==> src/rtl/fxp_conv_pkg.sv <==
// Shared definitions for the fixed-point circular convolution block.
//   QLEN_DEF / FRAC_SIZE_DEF : default word width and fractional bits (Q4.12)
//   state_t                  : sequencer states IDLE / MAC / OUT
//   sat_fxp                  : clamp a wide signed value to a qlen-bit signed range
package fxp_conv_pkg;

  localparam int unsigned QLEN_DEF      = 16;
  localparam int unsigned FRAC_SIZE_DEF = 12;

  typedef enum logic [1:0] {
    IDLE = 2'd0,
    MAC  = 2'd1,
    OUT  = 2'd2
  } state_t;

  // Result is 64 bits wide; callers size-cast it down to their word width.
  function automatic logic signed [63:0] sat_fxp(input logic signed [63:0] v,
                                                 input int unsigned       qlen);
    logic signed [63:0] hi;
    logic signed [63:0] lo;
    hi = (64'sd1 <<< (qlen - 1)) - 64'sd1;
    lo = -hi - 64'sd1;
    if (v > hi)      return hi;
    else if (v < lo) return lo;
    else             return v;
  endfunction

endpackage

==> src/rtl/fxp_mult.sv <==
// Signed fixed-point multiplier (combinational).
//   i_a, i_b : QLEN-bit signed operands with FRAC_SIZE fractional bits
//   o_p      : product in the same format, floor-rounded and saturated
import fxp_conv_pkg::*;

module fxp_mult #(
  parameter int unsigned QLEN      = QLEN_DEF,
  parameter int unsigned FRAC_SIZE = FRAC_SIZE_DEF
) (
  input  logic [QLEN-1:0] i_a,
  input  logic [QLEN-1:0] i_b,
  output logic [QLEN-1:0] o_p
);

  logic signed [2*QLEN-1:0] w_full;
  logic signed [2*QLEN-1:0] w_shift;
  logic signed [63:0]       w_ext;

  assign w_full  = $signed(i_a) * $signed(i_b);
  assign w_shift = w_full >>> FRAC_SIZE;
  assign w_ext   = {{(64-2*QLEN){w_shift[2*QLEN-1]}}, w_shift};

  always_comb o_p = QLEN'(sat_fxp(w_ext, QLEN));

endmodule

==> src/rtl/fxp_circconv_seq.sv <==
// Sequential N-point circular convolution y[k] = sum_j x[j]*h[(k-j) mod N].
// One shared multiplier, one product per cycle; outputs leave in ascending k
// through a valid/ready handshake.
//   clk, rst        : clock, asynchronous active-high reset
//   wr_x, wr_h      : load wr_data into x[wr_addr] / h[wr_addr] (IDLE only, x wins)
//   wr_addr, wr_data: sample index and signed fixed-point sample
//   start           : begin a pass (IDLE only, ignored when a write coincides)
//   busy            : high while not IDLE
//   out_valid/ready : output handshake; out_data = sat(y[out_idx])
//   done            : one-cycle pulse after the final (k = N-1) transfer
import fxp_conv_pkg::*;

module fxp_circconv_seq #(
  parameter int unsigned QLEN      = QLEN_DEF,
  parameter int unsigned FRAC_SIZE = FRAC_SIZE_DEF,
  parameter int unsigned N         = 8
) (
  input  logic                 clk,
  input  logic                 rst,
  input  logic                 wr_x,
  input  logic                 wr_h,
  input  logic [$clog2(N)-1:0] wr_addr,
  input  logic [QLEN-1:0]      wr_data,
  input  logic                 start,
  output logic                 busy,
  output logic                 out_valid,
  input  logic                 out_ready,
  output logic [QLEN-1:0]      out_data,
  output logic [$clog2(N)-1:0] out_idx,
  output logic                 done
);

  localparam int unsigned L  = $clog2(N);
  localparam int unsigned AW = QLEN + L;
  localparam logic [L-1:0] LAST = L'(N - 1);

  state_t r_state;
  state_t w_next;

  logic [QLEN-1:0]      r_x [N];
  logic [QLEN-1:0]      r_h [N];
  logic [L-1:0]         r_k;
  logic [L-1:0]         r_j;
  logic signed [AW-1:0] r_acc;
  logic [QLEN-1:0]      r_out_data;
  logic [L-1:0]         r_out_idx;
  logic                 r_done;

  logic                 w_write;
  logic                 w_start;
  logic [L-1:0]         w_hidx;
  logic [QLEN-1:0]      w_prod;
  logic signed [AW-1:0] w_sum;
  logic signed [63:0]   w_sum_ext;

  assign w_write = wr_x | wr_h;
  assign w_start = start & ~w_write;
  // Truncating the difference to L bits is the modulo-N wrap.
  assign w_hidx  = r_k - r_j;

  fxp_mult #(
    .QLEN      (QLEN),
    .FRAC_SIZE (FRAC_SIZE)
  ) u_mult (
    .i_a (r_x[r_j]),
    .i_b (r_h[w_hidx]),
    .o_p (w_prod)
  );

  assign w_sum     = r_acc + {{L{w_prod[QLEN-1]}}, w_prod};
  assign w_sum_ext = {{(64-AW){w_sum[AW-1]}}, w_sum};

  always_ff @(posedge clk or posedge rst) begin
    if (rst) r_state <= IDLE;
    else     r_state <= w_next;
  end

  always_comb begin
    w_next = r_state;
    case (r_state)
      IDLE:    if (w_start) w_next = MAC;
      MAC:     if (r_j == LAST) w_next = OUT;
      OUT:     if (out_ready) w_next = (r_k == LAST) ? IDLE : MAC;
      default: w_next = IDLE;
    endcase
  end

  // Sample storage is intentionally not reset.
  always_ff @(posedge clk) begin
    if (r_state == IDLE) begin
      if (wr_x)      r_x[wr_addr] <= wr_data;
      else if (wr_h) r_h[wr_addr] <= wr_data;
    end
  end

  always_ff @(posedge clk or posedge rst) begin
    if (rst) begin
      r_k        <= '0;
      r_j        <= '0;
      r_acc      <= '0;
      r_out_data <= '0;
      r_out_idx  <= '0;
      r_done     <= 1'b0;
    end else begin
      r_done <= 1'b0;
      case (r_state)
        IDLE: begin
          if (w_start) begin
            r_k   <= '0;
            r_j   <= '0;
            r_acc <= '0;
          end
        end
        MAC: begin
          if (r_j == LAST) begin
            r_out_data <= QLEN'(sat_fxp(w_sum_ext, QLEN));
            r_out_idx  <= r_k;
          end else begin
            r_acc <= w_sum;
            r_j   <= r_j + L'(1);
          end
        end
        OUT: begin
          if (out_ready) begin
            if (r_k == LAST) begin
              r_done <= 1'b1;
            end else begin
              r_k   <= r_k + L'(1);
              r_j   <= '0;
              r_acc <= '0;
            end
          end
        end
        default: ;
      endcase
    end
  end

  assign busy      = (r_state != IDLE);
  assign out_valid = (r_state == OUT);
  assign out_data  = r_out_data;
  assign out_idx   = r_out_idx;
  assign done      = r_done;

endmodule
==> config.mk <==
export PLATFORM = sky130hd
export DESIGN_NAME = fxp_circconv_seq
export DESIGN_NICKNAME = d
export VERILOG_FILES = /design/src/rtl/fxp_conv_pkg.sv /design/src/rtl/fxp_mult.sv /design/src/rtl/fxp_circconv_seq.sv
export SDC_FILE = /design/constraint.sdc
export NUM_CORES = 1
export LEC_CHECK = 0
export BUFFER_PORTS_ARGS = -buffer_cell sky130_fd_sc_hd__buf_2
export CAP_MARGIN = 20
export CORE_ASPECT_RATIO = 1.1
export CORE_UTILIZATION = 66
export CTS_BUF_LIST = sky130_fd_sc_hd__clkbuf_2
export CTS_CLUSTER_DIAMETER = 200
export DETAILED_ROUTE_END_ITERATION = 6
export PLACE_DENSITY = 0.83
export SLEW_MARGIN = 20
export SYNTH_ARGS = -nofsm -noshare
export SYNTH_HDL_FRONTEND = slang
export SYNTH_SLANG_ARGS = --single-unit
==> constraint.sdc <==
create_clock -name clk -period 14.4 [get_ports clk]
set_clock_uncertainty 0.1 [all_clocks]
set_input_delay 3.6 -clock clk [delete_from_list [all_inputs] [get_ports clk]]
set_output_delay 3.6 -clock clk [all_outputs]
set_load 0.005 [all_outputs]
# == Word-level counts from Yosys, hierarchy flattened ==
# Memories as Yosys holds them, arrays and structs flattened.
# Cells that the tools add are included.
# totals
ff_bits,47
mem_bits_rw,256
input_bits,25
out_inout_bits,22
wordCells,70
mem_count,2
# op_classes
n_addsub,4
n_mul,1
n_lt_le_gt_ge,4
eq_ne,9
mux,32
n_bitwise,3
n_reduce_logical,8
# mem_list
memory,depth,word_bits,rd,rd_ports_with_merged_regs,write_ports,line_no,source
r_h,8,16,1,0,1,fxp_circconv_seq.sv:41,logic [QLEN-1:0] r_h [N];
r_x,8,16,1,0,1,fxp_circconv_seq.sv:40,logic [QLEN-1:0] r_x [N];
# op_table
operator,n
19-bit two-way mux,4
16-bit two-way mux,4
19-bit one-hot mux with 3 select lines,1
16-bit by 16-bit multiplier with 32-bit output,1
20-bit by 16-bit > comparator with 1-bit output (second input constant),1
20-bit by 16-bit < comparator with 1-bit output (second input constant),1
19-bit adder,1
19-bit by 16-bit > comparator with 1-bit output (second input constant),1
19-bit by 16-bit < comparator with 1-bit output (second input constant),1
3-bit two-way mux,6
1-bit two-way mux,11
3-bit one-hot mux with 3 select lines,1
2-bit inequality test (second input constant),4
3-bit by 1-bit adder with 3-bit output (second input constant),2
3-bit == test (second input constant),2
2-bit two-way mux,3
2-bit one-hot mux with 3 select lines,1
3-bit one-hot mux with 2 select lines,1
5-bit AND reduction,1
4-bit AND reduction,1
2-bit nonzero test,2
3-bit AND reduction,1
3-bit nonzero test,1
3-bit subtractor,1
other kinds (8),8

# == Depth between registers and ports, before layout ==
# Gate-level depths: netlist of run 1.
# An unclocked memory read counts as a cell.
# logic_depth
ltp_word,10
ltp_mapped,49
ltp_nobuf,43

# == Cells and area by module ==
# From an unflattened synthesis of run 1, not the netlist that was laid out.
# unflattened
cells_unflattened,1769
hier_area_um2,22482.8
# modules_own_cells
mod,n_inst,cells_each,area_each_um2
fxp_circconv_seq,1,703,12659.6
fxp_mult,1,1066,9823.2

# == Worst setup path before layout of run 1 ==
# OpenSTA, ideal clock, no wires.
# synth_timing
path_kind,register to register
from,reg r_j[1]
to,reg r_out_data[2] (netlist: out_data[2])
setup_ns,0.087
arrival_ns,12.182
slack_ns,2.031
stages_incl_launch_ff,45
path_buffers,8
cell_sequence,dfrtp_1 > buf_2 > buf_1 > clkbuf_1 > inv_1 > fa_1 > xnor3_1 > buf_6 > buf_1 > mux4_2 > mux2_2 > nand2_1 > inv_1 > fa_1 > fa_1 > inv_1 > fa_1 > fa_1 > [... 9 more ...] > or4b_4 > xnor2_2 > o21ai_1 > buf_2 > a21o_1 > ha_1 > fa_1 > a21oi_1 > nor2_1 > o21ai_0 > a311oi_1 > a2111oi_0 > o31ai_1 > and2_1 > o41ai_2 > nand4_1 > buf_2 > o211ai_1
# synth_between
elab_chain_cells,10
# synth_rtl
item,line_no,source
from (decl),fxp_circconv_seq.sv:43,logic [L-1:0] r_j;
from (signal assigned),fxp_circconv_seq.sv:120,r_j <= r_j + L'(1);
3-bit subtractor,fxp_circconv_seq.sv:59,assign w_hidx = r_k - r_j;
memory 8 x 16 bit,--,
16-bit by 16-bit multiplier with 32-bit output,fxp_mult.sv:19,assign w_full = $signed(i_a) * $signed(i_b);
20-bit by 16-bit < comparator with 1-bit output,fxp_conv_pkg.sv:24,else if (v < lo) return lo;
16-bit two-way mux,fxp_conv_pkg.sv:24,
16-bit two-way mux,fxp_conv_pkg.sv:23,if (v > hi) return hi;
19-bit adder,fxp_circconv_seq.sv:70,"assign w_sum = r_acc + {{L{w_prod[QLEN-1]}}, w_prod};"
19-bit by 16-bit < comparator with 1-bit output,fxp_conv_pkg.sv:24,
16-bit two-way mux,fxp_conv_pkg.sv:24,
16-bit two-way mux,fxp_conv_pkg.sv:23,
to (signal assigned),fxp_circconv_seq.sv:116,"r_out_data <= QLEN'(sat_fxp(w_sum_ext, QLEN));"
to (decl),fxp_circconv_seq.sv:45,logic [QLEN-1:0] r_out_data;
# Parallel ways exist; a longest one is shown, timed or not.
# A chain may end at the register's enable or synchronous reset.

# == Final worst setup path of run 1 ==
# layout_timing
from,reg r_k[0]
to,reg r_out_data[6] (netlist: out_data[6])
# layout_between
elab_chain_cells,10
# layout_rtl
item,line_no,source
from (decl),fxp_circconv_seq.sv:42,logic [L-1:0] r_k;
from (signal assigned),fxp_circconv_seq.sv:128,r_k <= r_k + L'(1);
3-bit subtractor *,fxp_circconv_seq.sv:59,
memory 8 x 16 bit *,--,
16-bit by 16-bit multiplier with 32-bit output *,fxp_mult.sv:19,
20-bit by 16-bit < comparator with 1-bit output,fxp_conv_pkg.sv:24,
16-bit two-way mux,fxp_conv_pkg.sv:24,
16-bit two-way mux *,fxp_conv_pkg.sv:23,
19-bit adder *,fxp_circconv_seq.sv:70,
19-bit by 16-bit < comparator with 1-bit output,fxp_conv_pkg.sv:24,
16-bit two-way mux,fxp_conv_pkg.sv:24,
16-bit two-way mux *,fxp_conv_pkg.sv:23,
# Mark *: on every way between the ends. The rest lies on a longest branch, timed or not.

==> impl_metrics.json, run 1 <==
{
  "hold_ws_ns": 0.3997,
  "finalNetCount": 2323,
  "ys_seq_area_frac": 0.3927,
  "hpwl_mm": 40.18,
  "setup_viol": 0,
  "pin_count": 47,
  "drtIter0Drc": 1267,
  "cts_resized": 0,
  "antenna_found_initial": 2,
  "grt_util_met1": 0.4099,
  "cts.clk_slew.worst_paths_ns": 0.12,
  "route.vias.total": 15069,
  "synthMostInstantiatedCell": "inv_1",
  "grt_max_degree": 48,
  "wl_per_cell_um": 23.30,
  "vias_per_cell": 6.260,
  "worstMarginPinSlew_ns": 1.116,
  "syn_nets": 2236,
  "fin_cells": 2407,
  "crit_fanout": 15,
  "netlist_top_cells_area": "edfxtp_1 (34%), fa_1 (23%), mux4_2 (6.4%), ha_1 (5.7%), inv_1 (5.3%)",
  "cp_common_cell": "fa_1",
  "r2r_start": "r_k[0]",
  "post-route-period-util": 0.9359,
  "outcome": "finished, violations left",
  "synth_top_flop_cell": "edfxtp_1",
  "fmax_ghz": 0.07420,
  "max-cap-violations": 0,
  "synthArstFlopShare": 0.1551,
  "synth_commonest_cells": "inv_1 (320), fa_1 (263), edfxtp_1 (256)",
  "required_ns": 15.09,
  "use_met2": 0.5570,
  "ys_warn_count": 0,
  "firstDrtPassIters": 7,
  "synth_area_sq_um": 22570,
  "arrival_ns": 14.16,
  "ctsRootBufferMaster": "clkbuf_2",
  "start_util": 0.6746,
  "crit_path_end_kind": "register",
  "finalCriticalPeriod_ns": 13.48,
  "synth-edff-count": 256,
  "cts_buffer_depth": 3,
  "clock-sinks": 303,
  "cts_setup_buffers": 0,
  "synth_seq_cells": 303,
  "fin_setup_tns_ns": 0,
  "htreeDepth": 2,
  "worstHoldStart": "out_idx[1]",
  "critPathSlowestCell": "fa_1",
  "clk_latency_ns": 0.96,
  "core_sq_um": 33460,
  "portBuffers": 46,
  "area_growth_pct": 6.121,
  "relSlewSlack": 0.2349,
  "syn-instance-count": 1846,
  "yosys.area.top_type": "edfxtp_1",
  "ys_types": 69,
  "grt_usage": 0.3410,
  "ant_nets": 0,
  "cts_tree": "done",
  "slowest_delay_ns": 0.99,
  "use_met3": 0.07965,
  "drc_errors": 2,
  "hold_violations": 0,
  "critPathLaunchType": "register",
  "die_w_um": 178.3,
  "overflow": 0,
  "grt_pass1_wl_mm": 87.50,
  "numCtsBuffers": 61,
  "fin_util": 0.7159,
  "place_inst": 2302,
  "hp-class": "register to register",
  "avgSynthCellArea_sq_um": 12.23,
  "die_area_sq_um": 34940,
  "rsz0062_at_grt": "no",
  "grt_pass1_vias": 16662,
  "slew_viol_final": 0,
  "gp_congestion": 0.9330,
  "startpoint": "r_k[0]",
  "final_layout_size_suffix_gt1_frac": 0.1470,
  "top_usage_layer": "met2",
  "worstSetupPathType": "register to register",
  "cts_hold_buf": 0,
  "synth_top_area_share": 0.3406,
  "wl_mm": 56.08,
  "dieHeight_um": 195.9,
  "violations": "DRC",
  "std_cell_rows": 70
}
## metrics by stage
stage | area, sq um | worst slack, ns
6_report | 23950 | 0.9235
5_1_grt | 23950 | 0.1565
4_1_cts | 23940 | 0.9827
3_5_place_dp | 23400 | 1.127
3_3_place_gp | 23400 | 1.544
2_1_floorplan | 22570 | 2.031
## kinds of logic (layout without fill, tap and decap cells)
| kind of cell | Yosys count | after routing | synth area share |
|---|---|---|---|
| muxes | 113 | 113 | 0.08765 |
| xor gates and xnor gates | 44 | 44 | 0.01802 |
| adders and majority gates | 365 | 365 | 0.2898 |
| other | 0 | 2 | 0 |
| buffers and inverters | 377 | 504 | 0.06370 |
| DFF | 303 | 303 | 0.3927 |
| and+or+nand+nor | 438 | 438 | 0.08538 |
| AOI/OAI and AO/OA | 206 | 206 | 0.06270 |
## worst paths after layout
path | to | slack (ns) | cells past startpoint
setup / recovery | out_data[6] | 0.92 | 38
hold / removal | out_idx[1] | 0.40 | 2
setup reg to reg | out_data[6] | 0.92 | 38
hold reg to reg | out_idx[1] | 0.40 | 2
max in group asynchronous | r_acc[15] | 10.99 | 2
min in group asynchronous | r_acc[11] | 2.68 | 2
## layer usage
layer | up-vias | share of wire
li1 | 6401 | -
met5 | - | 0
met2 | 873 | 0.49
met1 | 7564 | 0.35
met4 | 0 | 0.063
met3 | 231 | 0.092
## critical path, delay by kind of cell, from the launching register on
family          cells  cell delay [ns]
compound gates     15             5.04
buf+inv             5             0.34
fa+ha+maj          10             5.00
simple gates        5             1.15
xor+xnor            1             0.19
flops               1             0.42
mux                 2             1.10
## final cells by class
class	count	area, sq um
diodes	2	5.005
flip-flops and latches	303	8865
inverters	320	1202
fillers	2184	9507
repair buffers	81	493.0
well taps	432	540.5
clock inverters	28	158.9
clock buffers	75	375.4
multi-input cells	1166	12310
## sequential cells by signal, indices dropped and copies added, names as in the netlist
name and flops:
r_acc 19, done 1, out_data 16, r_h 128, r_k 3, out_idx 3
r_j 3, r_state 2, r_x 128
## placed cells by master, fill, tap and decap left out, types with 7 or more instances in the layout
cell type  instances
a21o_1            46
a21oi_1           42
a22o_1            14
and2_1            14
buf_2             46
buf_4             35
clkbuf_2          75
clkinv_1          13
clkinv_2          13
dfrtp_1           46
edfxtp_1         256
fa_1             263
ha_1             101
inv_1            319
mux2_2            23
mux2i_1           19
mux4_2            64
nand2_1          179
nand2b_1          20
nand3_1           10
nand4_1           13
nor2_1           146
nor2b_1           14
nor3_1            11
o211ai_1          16
o21a_1             8
o21ai_0           38
o21bai_1           7
or2_2              7
xnor2_1           27
xor2_1            15
Power of run 1 is not shown: default switching activity piles up to over one toggle a cycle in this logic, so the estimate is an artifact.
==> run 2: changes to the inputs <==
--- a/config.mk
+++ b/config.mk
@@ -13,6 +13,7 @@
 export CTS_CLUSTER_DIAMETER = 200
 export DETAILED_ROUTE_END_ITERATION = 6
 export PLACE_DENSITY = 0.83
+export RECOVER_POWER = 50
 export SLEW_MARGIN = 20
 export SYNTH_ARGS = -nofsm -noshare
 export SYNTH_HDL_FRONTEND = slang
==> impl_metrics.json, run 2 (synthesis gave the netlist of run 1 again) <==
{
  "outcome": "finished, violations left",
  "violations": "capacitance limit, slew limit",
  "cts.clk_slew.worst_paths_ns": 0.11,
  "fmax_ghz": 0.07399,
  "holdPathStages": 2,
  "clk_latency_ns": 0.96,
  "r2r_start": "r_k[0]",
  "cts_hold_buf": 0,
  "wl_mm": 56.10,
  "fin_setup_tns_ns": 0,
  "route.vias.total": 15050,
  "ctsRootBufferMaster": "clkbuf_2",
  "cts_resized": 0,
  "antenna_found_initial": 2,
  "required_ns": 15.07,
  "hpwl_mm": 40.18,
  "rrSetupSlack_ns": 0.88,
  "max-cap-violations": 1,
  "die_area_sq_um": 34940,
  "cts_buffer_depth": 3,
  "portBuffers": 46,
  "relSlewSlack": -0.4247,
  "whs_endpoint": "out_data[0]",
  "die_w_um": 178.3,
  "htreeDepth": 2,
  "overflow": 0,
  "worstMarginPinSlew_ns": 2.125,
  "cp_common_cell": "fa_1",
  "area_growth_pct": 5.982,
  "slew_viol_final": 48,
  "critPathSlowestCell": "fa_1",
  "drc_errors": 0,
  "numCtsBuffers": 61,
  "arrival_ns": 14.19,
  "crit_fanout": 15,
  "final_cell_mix": "inv_1 (319), fa_1 (263), edfxtp_1 (256)",
  "grt_usage": 0.3410,
  "finalNetCount": 2323,
  "cts_setup_buffers": 0,
  "slowest_delay_ns": 1.00,
  "rsz0062_at_grt": "no",
  "core_sq_um": 33460,
  "dieHeight_um": 195.9,
  "firstDrtPassIters": 6,
  "vias_per_cell": 6.253,
  "grt_max_degree": 48,
  "reg_top3": "r_h: 128 flops, r_x: 128 flops, r_acc: 19 flops",
  "post-route-period-util": 0.9386,
  "critPathLaunchType": "register",
  "ant_nets": 0,
  "hold_violations": 0,
  "wl_per_cell_um": 23.31,
  "hp-class": "register to register",
  "final_layout_size_suffix_gt1_frac": 0.1368,
  "path_buf_inv": 7,
  "std_cell_rows": 70,
  "cp_top_family": "adder cells",
  "crit_path_end_kind": "register",
  "drtIter0Drc": 1318,
  "grt_pass1_wl_mm": 87.50,
  "grt_pass1_vias": 16662,
  "pin_count": 47,
  "finalCriticalPeriod_ns": 13.52,
  "worstHoldStart": "out_data[0]",
  "r2r_end": "out_data[6]",
  "start_util": 0.6746,
  "setup_viol": 0,
  "cts_tree": "done",
  "gp_congestion": 0.9330,
  "layout_commonest_cell": "inv_1",
  "reg2reg_depth": 38,
  "clock-sinks": 303,
  "worstSetupPathType": "register to register"
}
run 2: cell types whose count changed in the layout (fill, tap and decap cells not counted):
cell,before,now
clkinvlp_2,0,1
clkinv_2,13,12
nor3_2,4,3
buf_4,35,34
nor3_1,11,12
clkbuf_1,0,19
buf_2,46,28
run 2: worst max-delay path by stage:
stage | startpoint | end | slack, ns | cells past startpoint
global route | r_k[0] | out_data[6] | 0.16 | 38
global placement | r_k[0] | out_data[6] | 1.54 | 37
detailed placement | r_k[0] | out_data[6] | 1.13 | 38
finish | r_k[0] | out_data[6] | 0.88 | 38
CTS | r_k[0] | out_data[6] | 0.98 | 38
floorplan | r_j[1] | out_data[2] | 2.03 | 44
run 2: layer usage:
layer	track usage	wire, um	vias to the layer above
li1	-	-	6393
met2	0.5570	27430	875
met4	0.2134	3584	0
met3	0.07965	5175	227
met1	0.4099	19900	7555
met5	0	0	-
run 2: stage by stage:
step           hold slack [ns]  instances  area [sq um]  utilization  worst slack, ns
2_1_floorplan           0.3563       1846         22570            -            2.031
3_3_place_gp            0.3625       2302         23400       0.6994            1.544
3_5_place_dp            0.3624       2302         23400       0.6995            1.127
4_1_cts                 0.3986       2405         23940       0.7154           0.9827
5_1_grt                 0.4330       2407         23920       0.7149           0.1559
6_report                0.3981       2407         23920       0.7149           0.8838
run 2: area by class of cell:
class / count / area [sq um]
diodes: 2 / 5.005
clock buffers: 75 / 375.4
clock inverters: 28 / 158.9
fillers: 2199 / 9538
inverters: 320 / 1202
multi-input cells: 1166 / 12310
flip-flops and latches: 303 / 8865
well taps: 432 / 540.5
repair buffers: 81 / 466.7
run 2: tightest hold or removal path, stage by stage (launching register included):
cell,delay [ns]
dfrtp_1,0.35
nand2_1,0.05
o31ai_1,0.07
Power of run 2 is left out for the same reason.
==> run 3: changes to the inputs <==
--- a/config.mk
+++ b/config.mk
@@ -8,11 +8,11 @@
 export BUFFER_PORTS_ARGS = -buffer_cell sky130_fd_sc_hd__buf_2
 export CAP_MARGIN = 20
 export CORE_ASPECT_RATIO = 1.1
-export CORE_UTILIZATION = 66
+export CORE_UTILIZATION = 60
 export CTS_BUF_LIST = sky130_fd_sc_hd__clkbuf_2
 export CTS_CLUSTER_DIAMETER = 200
 export DETAILED_ROUTE_END_ITERATION = 6
-export PLACE_DENSITY = 0.83
+export PLACE_DENSITY = 0.8
 export RECOVER_POWER = 50
 export SLEW_MARGIN = 20
 export SYNTH_ARGS = -nofsm -noshare
==> constraint.sdc (replaced) <==
create_clock -name clk -period 10.85 [get_ports clk]
set_clock_uncertainty 0.1 [all_clocks]
set_input_delay 2.7125 -clock clk [delete_from_list [all_inputs] [get_ports clk]]
set_output_delay 2.7125 -clock clk [all_outputs]
set_load 0.005 [all_outputs]
==> impl_metrics.json, run 3 (synthesis gave the netlist of run 1 again) <==
{
  "wl_mm": 58.92,
  "fin_setup_tns_ns": -2.292,
  "violations": "capacitance limit, slew limit, setup timing",
  "crit_fanout": 8,
  "worstSetupPathType": "register to register",
  "critPathSlowestCell": "or4b_4",
  "grt_max_degree": 48,
  "std_cell_rows": 74,
  "htreeDepth": 3,
  "antenna_found_initial": 2,
  "cts.clk_slew.worst_paths_ns": 0.11,
  "slowest_delay_ns": 0.59,
  "hpwl_mm": 42.47,
  "arrival_ns": 11.78,
  "portBuffers": 46,
  "post-route-period-util": 1.019,
  "ctsRootBufferMaster": "clkbuf_2",
  "numCtsBuffers": 73,
  "die_area_sq_um": 38400,
  "clock-sinks": 303,
  "critPathLaunchType": "register",
  "finalCriticalPeriod_ns": 11.06,
  "cp_common_cell": "fa_2",
  "grt_pass1_wl_mm": 88.31,
  "hold_violations": 0,
  "path_buf_inv": 12,
  "ant_nets": 0,
  "cts_hold_buf": 0,
  "vias_per_cell": 5.926,
  "crit_path_end_kind": "register",
  "overflow": 0,
  "setup_viol": 17,
  "drc_errors": 0,
  "area_growth_pct": 16.76,
  "start_util": 0.6079,
  "rsz0062_at_grt": "yes",
  "clk_latency_ns": 0.98,
  "drtIter0Drc": 1413,
  "grt_usage": 0.3050,
  "wl_per_cell_um": 22.09,
  "cp_top_family": "adder cells",
  "setup_slack_ns": -0.2063,
  "reg_top3": "r_h: 128 flops, r_x: 128 flops, r_acc: 19 flops",
  "grt_pass1_vias": 16690,
  "firstDrtPassIters": 6,
  "required_ns": 11.58,
  "slew_viol_final": 48,
  "core_sq_um": 37130,
  "final_layout_size_suffix_gt1_frac": 0.2645,
  "gp_congestion": 0.9247,
  "pin_count": 47,
  "final_cell_mix": "inv_1 (310), edfxtp_1 (256), fa_1 (246)",
  "hp-class": "register to register",
  "outcome": "finished, violations left",
  "layout_commonest_cell": "inv_1",
  "max-cap-violations": 1,
  "route.vias.total": 15805,
  "fmax_ghz": 0.09045,
  "finalNetCount": 2504,
  "relSlewSlack": -0.3956,
  "cts_buffer_depth": 3,
  "worstMarginPinSlew_ns": 2.082,
  "dieHeight_um": 205.4,
  "cts_tree": "done",
  "die_w_um": 186.9
}
run 3: final timing paths:
| path | startpoint | endpoint | slack [ns] | depth (start not counted) |
|---|---|---|---|---|
| max | r_k[0] | out_data[1] | -0.21 | 43 |
| min in group asynchronous | rst | out_idx[1] | 2.17 | 2 |
| max reg2reg | r_k[0] | out_data[1] | -0.21 | 43 |
| max in group asynchronous | rst | r_j[0] | 7.44 | 2 |
| min | r_acc[6] | r_acc[6] | 0.41 | 2 |
| min reg2reg | r_acc[6] | r_acc[6] | 0.41 | 2 |
run 3: what timing repair did:
item,in CTS,in global routing
pin swaps,41,77
gates cloned,2,1
setup endpoints to repair,17,20
hold endpoints to repair,0,0
buffers inserted,23,25
resized for setup,51,95
run 3: layout make-up:
type	count	area [sq um]
multi-input cells	1166	13010
diodes	3	7.507
well taps	494	618.1
repair buffers	250	1926
inverters	320	1202
clock buffers	113	565.5
flip-flops and latches	303	8865
clock inverters	18	155.1
fillers	2397	10780
run 3: per-layer routing:
metal | part of all wire | vias up | wire (um) | GRT usage
li1 | - | 6782 | - | -
met1 | 0.36 | 7938 | 21430 | 0.3652
met2 | 0.50 | 865 | 29640 | 0.5216
met3 | 0.077 | 220 | 4566 | 0.06021
met4 | 0.056 | 0 | 3282 | 0.1713
met5 | 0 | - | 0 | 0
run 3: per-stage QoR:
step | setup slack, ns | hold slack, ns | cells | utilization | cell area (sq um)
after floorplan | 0.005344 | 0.3563 | 1846 | - | 22740
after global placement | 0.03416 | 0.3581 | 2485 | 0.6618 | 24570
after detailed placement | -0.2109 | 0.3749 | 2485 | 0.6618 | 24570
after CTS | 0.000007994 | 0.4033 | 2640 | 0.6923 | 25700
after global routing | -0.5203 | 0.4409 | 2667 | 0.7097 | 26350
final | -0.2063 | 0.4080 | 2667 | 0.7097 | 26350
run 3: worst min-delay path, stage by stage, from the launching register on:
cell and delay (ns):
dfrtp_1 0.37, nand2_1 0.05, o21ai_0 0.06
Power of run 3 is left out for the same reason.
